### config.mk
export PLATFORM = sky130hd
export DESIGN_NAME = decoder_scan_sequencer
export DESIGN_NICKNAME = d
export VERILOG_FILES = /design/src/rtl/decoder_scan_sequencer.sv
export SDC_FILE = /design/constraint.sdc
export NUM_CORES = 1
export LEC_CHECK = 0
export BUFFER_PORTS_ARGS = -buffer_cell sky130_fd_sc_hd__buf_2
export CORE_MARGIN = 2
export CORE_UTILIZATION = 35
export CTS_CLUSTER_SIZE = 30
export DETAILED_ROUTE_END_ITERATION = 8
export MAX_ROUTING_LAYER = met4
export SYNTH_ARGS = -nofsm -noshare
export SYNTH_HDL_FRONTEND = slang
export SYNTH_SLANG_ARGS = --single-unit
### constraint.sdc
create_clock -name clk -period 2.4 [get_ports clk]
set_clock_uncertainty 0.1 [all_clocks]
set_input_delay 0.24 -clock clk [delete_from_list [all_inputs] [get_ports clk]]
set_output_delay 0.24 -clock clk [all_outputs]
set_load 0.005 [all_outputs]
### src/rtl/decoder_scan_sequencer.sv
// ---------------------------------------------------------------------------
// decoder_scan_sequencer
//
// Drives the select code 0..7 into a 3-to-8 enabled decoder and collects its
// output f into an 8-bit truth mask. A start request in IDLE launches a scan.
// Each code is held for SETTLE_CYCLES cycles, then sampled for one cycle.
// After code 7 is sampled, done pulses for one cycle.
//
// Optional feature macro: SCAN_ABORT_EN
//   When defined, an abort input is added. An abort seen in SETTLE or SAMPLE
//   returns the block to IDLE with the result cleared and no done pulse.
//   Abort takes priority over the SAMPLE update in the same cycle.
//   When the macro is undefined, a scan always runs to completion unless rst
//   is asserted.
//
// All outputs come straight from flops, so no input reaches an output
// combinationally.
// ---------------------------------------------------------------------------
module decoder_scan_sequencer #(
    parameter int SETTLE_CYCLES = 1,   // cycles each code is held before sampling (>= 1)
    parameter int NUM_CODES     = 8    // fixed by the 3-bit decoder select
) (
    input  logic       clk,
    input  logic       rst,
    input  logic       start,
`ifdef SCAN_ABORT_EN
    input  logic       abort,
`endif
    input  logic       f,
    output logic       w0,
    output logic       w1,
    output logic       w2,
    output logic       en,
    output logic       busy,
    output logic       done,
    output logic [7:0] result
);

    // The settle counter only ever reaches SETTLE_CYCLES-1.
    localparam int              CNT_W     = $clog2(SETTLE_CYCLES + 1);
    localparam logic [CNT_W-1:0] CNT_LAST = CNT_W'(SETTLE_CYCLES - 1);
    localparam logic [CNT_W-1:0] CNT_ONE  = CNT_W'(1);
    localparam logic [2:0]      LAST_CODE = 3'(NUM_CODES - 1);

    typedef enum logic [1:0] {
        S_IDLE   = 2'd0,
        S_SETTLE = 2'd1,
        S_SAMPLE = 2'd2,
        S_DONE   = 2'd3
    } state_t;

    // -----------------------------------------------------------------------
    // Registers
    // -----------------------------------------------------------------------
    state_t           r_state;
    logic [2:0]       r_code;
    logic [CNT_W-1:0] r_cnt;
    logic [2:0]       r_sel;
    logic             r_en;
    logic             r_busy;
    logic             r_done;
    logic [7:0]       r_result;

    // -----------------------------------------------------------------------
    // Next-state / next-value wires
    // -----------------------------------------------------------------------
    state_t           w_state_nxt;
    logic [2:0]       w_code_nxt;
    logic [CNT_W-1:0] w_cnt_nxt;
    logic [2:0]       w_sel_nxt;
    logic             w_en_nxt;
    logic             w_busy_nxt;
    logic             w_done_nxt;
    logic [7:0]       w_result_nxt;
    logic             w_abort;
    logic             w_settled;
    logic             w_last_code;

`ifdef SCAN_ABORT_EN
    assign w_abort = abort;
`else
    assign w_abort = 1'b0;
`endif

    assign w_settled   = (r_cnt == CNT_LAST);
    assign w_last_code = (r_code == LAST_CODE);

    // State register: asynchronous reset returns the sequencer to IDLE.
    // NOTE: sequential blocks use non-blocking (<=) so every flop samples the
    // pre-edge value of every other flop, independent of statement order.
    always_ff @(posedge clk or posedge rst) begin
        if (rst) begin
            r_state <= S_IDLE;
        end else begin
            r_state <= w_state_nxt;
        end
    end

    // Next-state logic: IDLE -> SETTLE -> SAMPLE -> (SETTLE | DONE) -> IDLE.
    // NOTE: every combinational output gets a default before the case, so no
    // path leaves a signal unassigned and no latch is inferred.
    always_comb begin
        w_state_nxt = r_state;
        case (r_state)
            S_IDLE: begin
                if (start) begin
                    w_state_nxt = S_SETTLE;
                end
            end
            S_SETTLE: begin
                if (w_abort) begin
                    w_state_nxt = S_IDLE;
                end else if (w_settled) begin
                    w_state_nxt = S_SAMPLE;
                end
            end
            S_SAMPLE: begin
                if (w_abort) begin
                    w_state_nxt = S_IDLE;
                end else if (w_last_code) begin
                    w_state_nxt = S_DONE;
                end else begin
                    w_state_nxt = S_SETTLE;
                end
            end
            S_DONE: begin
                // start in the DONE cycle is deliberately dropped.
                w_state_nxt = S_IDLE;
            end
            default: begin
                w_state_nxt = S_IDLE;
            end
        endcase
    end

    // Output / datapath logic: next values for code, counter, result and the
    // registered decoder-facing outputs.
    always_comb begin
        w_code_nxt   = r_code;
        w_cnt_nxt    = r_cnt;
        w_result_nxt = r_result;
        case (r_state)
            S_IDLE: begin
                if (start) begin
                    w_code_nxt   = 3'd0;
                    w_cnt_nxt    = '0;
                    w_result_nxt = 8'h00;
                end
            end
            S_SETTLE: begin
                if (w_abort) begin
                    w_code_nxt   = 3'd0;
                    w_cnt_nxt    = '0;
                    w_result_nxt = 8'h00;
                end else if (w_settled) begin
                    w_cnt_nxt = '0;
                end else begin
                    w_cnt_nxt = r_cnt + CNT_ONE;
                end
            end
            S_SAMPLE: begin
                if (w_abort) begin
                    w_code_nxt   = 3'd0;
                    w_cnt_nxt    = '0;
                    w_result_nxt = 8'h00;
                end else begin
                    w_result_nxt[r_code] = f;
                    // Code stops at the last value; it never wraps mid-scan.
                    if (!w_last_code) begin
                        w_code_nxt = r_code + 3'd1;
                    end
                end
            end
            S_DONE: begin
                // Result is kept for the collector until the next start.
                w_code_nxt = 3'd0;
                w_cnt_nxt  = '0;
            end
            default: begin
                w_code_nxt   = 3'd0;
                w_cnt_nxt    = '0;
                w_result_nxt = 8'h00;
            end
        endcase

        // Decoder-facing outputs follow the state being entered, so they are
        // valid from the first cycle of that state.
        w_en_nxt   = (w_state_nxt == S_SETTLE) || (w_state_nxt == S_SAMPLE);
        w_busy_nxt = w_en_nxt;
        w_done_nxt = (w_state_nxt == S_DONE);
        w_sel_nxt  = w_en_nxt ? w_code_nxt : 3'd000;
    end

    // Datapath and output registers: all cleared asynchronously, so a reset
    // mid-scan discards the partial result and suppresses done.
    always_ff @(posedge clk or posedge rst) begin
        if (rst) begin
            r_code   <= 3'd0;
            r_cnt    <= '0;
            r_sel    <= 3'd0;
            r_en     <= 1'b0;
            r_busy   <= 1'b0;
            r_done   <= 1'b0;
            r_result <= 8'h00;
        end else begin
            r_code   <= w_code_nxt;
            r_cnt    <= w_cnt_nxt;
            r_sel    <= w_sel_nxt;
            r_en     <= w_en_nxt;
            r_busy   <= w_busy_nxt;
            r_done   <= w_done_nxt;
            r_result <= w_result_nxt;
        end
    end

    // w0 is the select MSB.
    assign w0     = r_sel[2];
    assign w1     = r_sel[1];
    assign w2     = r_sel[0];
    assign en     = r_en;
    assign busy   = r_busy;
    assign done   = r_done;
    assign result = r_result;

endmodule
==> impl_metrics.env <==
export IMPL_drive_above_1_share_pct=27.2
export IMPL_critical_path_most_common_cell="ha_1"
export IMPL_grt_pass1_vias=639
export IMPL_num_io_pins=18
export IMPL_netlist_area_sq_um=883
export IMPL_stdcell_count=133
export IMPL_die_area_sq_mm=0.00294
export IMPL_grt_max_degree=19
export IMPL_ctsHoldBuffers=1
export IMPL_synthTopCellsByArea="dfrtp_1 (51%), nand2_1 (4.2%), a22oi_1 (3.4%)"
export IMPL_synthTopCellsByCount="dfrtp_1 (18), nand2_1 (10), inv_1 (6)"
export IMPL_finalCritPeriodShare_pct=80.4
export IMPL_grt_antenna_before_repair=0
export IMPL_cts_tree="yes"
export IMPL_multi_input_area_sq_um=373
export IMPL_vias=741
export IMPL_synth_top_cell_by_area="dfrtp_1"
export IMPL_detail_route_antenna_nets=0
export IMPL_core_area_sq_mm=0.00243
export IMPL_cp_num_buf_inv=1
export IMPL_drtIter0Drc=17
export IMPL_p_leak_nw=0.540
export IMPL_row_count=18
export IMPL_critPathMaxStageDelay_ns=0.39
export IMPL_synthCells=83
export IMPL_synth_nets=89
export IMPL_synth_main_ff_cell="dfrtp_1"
export IMPL_max_freq_mhz=518
export IMPL_worstPathRequired_ns=2.47
export IMPL_total_power_mw=1.09
export IMPL_cp_start_kind="flop"
export IMPL_clk_latency_ns=0.30
export IMPL_cp_max_fo=5
export IMPL_ys_async_sr_fraction_pct=100
export IMPL_layout_nets=111
export IMPL_critPathKind="flop to flop"
export IMPL_clkSinkCount=18
export IMPL_numCtsBuffers=3
export IMPL_ctsLongestPathBuffers=2
export IMPL_avgViaCountPerCell=5.57
export IMPL_wirelength_um=1820
export IMPL_fin_crit_ns=1.93
export IMPL_tightest_slew_ns=0.680
export IMPL_gr_total_overflow=0
export IMPL_rsz0062_at_grt="no"
export IMPL_die_w_um=54.2
export IMPL_wire_per_inst_um=13.7
export IMPL_arrival_ns=2.00
export IMPL_fin_tns_setup_ns=0
export IMPL_synth_edf_count=0
export IMPL_start_util_pct=36.3
export IMPL_dp_final_hpwl_um=1290
export IMPL_grtUsageTotal_pct=15.3
export IMPL_route_detailed_drc=0
export IMPL_crit_slowest_cell="dfrtp_1"
export IMPL_status="finished clean"
export IMPL_cp_top_family="adder cells"
export IMPL_syn_avg_cell_area_sq_um=10.6
export IMPL_hold_viol_final=0
export IMPL_setup_viol=0
export IMPL_clk_pin_slew_ns=0.10
export IMPL_drv_cap=0
export IMPL_portBuffers=17
export IMPL_seq_area_sq_um=450
export IMPL_yosysSeqAreaShare_pct=51.0
export IMPL_dp_cells=129
export IMPL_syn_to_final_growth_pct=17.6
export IMPL_yosysTopAreaCellShare_pct=51.0
export IMPL_yosysWarnings=0
export IMPL_grt_pass1_wl_um=3020
export IMPL_slew_limit_headroom_pct=54.6
export IMPL_yosysUniqueCellTypes=31
export IMPL_firstDrtPassIters=4
export IMPL_endpoint_kind="flop"
export IMPL_powerDensity_mw_per_mm2=1050
export IMPL_peakVddDrop_mv=0.415
export IMPL_post_cts_resized=0
export IMPL_fill_cells=257
export IMPL_cts_setup_buffers=0
export IMPL_cts_root_buf="clkbuf_4"
export IMPL_ys_ff_latch=18
export IMPL_path_cells="ha_1, nand2_1, o21ai_0, ha_1, inv_1, a2111oi_0"
export IMPL_fp_dieH_um=54.2
export IMPL_slew_viol_final=0
export IMPL_hp_class="primary input to flop"
export IMPL_cts_htree_levels=1
export IMPL_antenna_diode_count=0
export IMPL_yosysMostFrequentCell="dfrtp_1"
export IMPL_gp_congestion=0.852
[routing by layer]
layer | GRT usage [%] | part of all wire (%) | up-vias
li1 | - | - | 349
met1 | 20.8 | 49 | 363
met2 | 20.3 | 44 | 22
met3 | 1.64 | 3.0 | 7
met4 | 12.5 | 4.3 | 0
met5 | - | 0 | -
[worst reg2reg max path, stage by stage, from the launching register on]
cell and delay, ns:
dfrtp_1 0.39, ha_1 0.21, nand2_1 0.16, o21ai_0 0.13
ha_1 0.37, inv_1 0.08, a2111oi_0 0.37
[cells by family (layout without fill, tap and decap cells)]
family	after synthesis	after routing	synth area share, %
and+or+nand+nor	27	27	17.0
AOI/OAI and AO/OA	23	23	21.4
DFF	18	18	51.0
buffers and inverters	12	32	6.80
adders and majority gates	2	2	2.83
xor gates and xnor gates	1	1	0.992
[state kept, by name, indices dropped and copies added (netlist names)]
name     flops
busy         1
done         1
r_code       3
r_sel        3
r_state      2
result       8
[final cells by class]
type	instances	area share (%)
clock buffers	3	2.17
inverters	6	2.17
multi-input cells	53	35.9
flip-flops and latches	18	43.4
well taps	30	3.61
repair buffers	23	12.8
[final timing paths]
kind | startpoint | end | slack (ns) | cells past startpoint
worst max-delay path | r_code[0] | r_sel[2] | 0.47 | 6
worst min-delay path | start | r_state[0] | 0.12 | 3
worst max register to register | r_code[0] | r_sel[2] | 0.47 | 6
worst min register to register | result[7] | result[7] | 0.44 | 2
max in group asynchronous | rst | r_code[1] | 1.29 | 3
min in group asynchronous | rst | result[0] | 0.48 | 3
[through the flow]
step	setup slack, ns	cell area, sq um	hold WS (ns)	util [%]
6_report	0.470	1040	0.116	42.7
5_1_grt	0.269	1040	0.137	42.7
4_1_cts	0.468	1040	0.118	42.7
3_5_place_dp	0.507	1010	0.287	41.4
3_3_place_gp	0.555	1010	0.276	41.4
2_1_floorplan	0.625	883	0.0786	-
[cell usage in the layout (no fill, tap or decap)]
master	netlist	layout
dfrtp_1	18	18
buf_2	3	17
nand2_1	10	10
inv_1	6	6
nand3_1	5	5
buf_4	3	5
a22oi_1	4	4
o311ai_0	3	3
clkbuf_4	0	3
nor2_1	2	2
nand3b_1	2	2
nor2b_1	2	2
nand2b_1	2	2
a32o_1	2	2
o21ai_0	2	2
a32oi_1	2	2
ha_1	2	2
and4b_4	1	1
o21bai_2	1	1
a22o_1	1	1
a31o_1	1	1
and2b_1	1	1
o2bb2ai_1	1	1
and3_1	1	1
xnor2_1	1	1
o22ai_1	1	1
a21oi_1	1	1
a211oi_1	1	1
a2111oi_0	1	1
and4bb_2	1	1
o311a_1	1	1
a221o_1	1	1
dlygate4sd3_1	0	1
[power breakdown]
part / leakage (nW) / switching, mW / internal [mW] / total [mW]
Sequential: 0.241 / 0.0599 / 0.390 / 0.450
Clock: 0.0138 / 0.0938 / 0.0585 / 0.152
Combinational: 0.284 / 0.276 / 0.215 / 0.490
No activity file was read; power rests on OpenSTA's default activity.
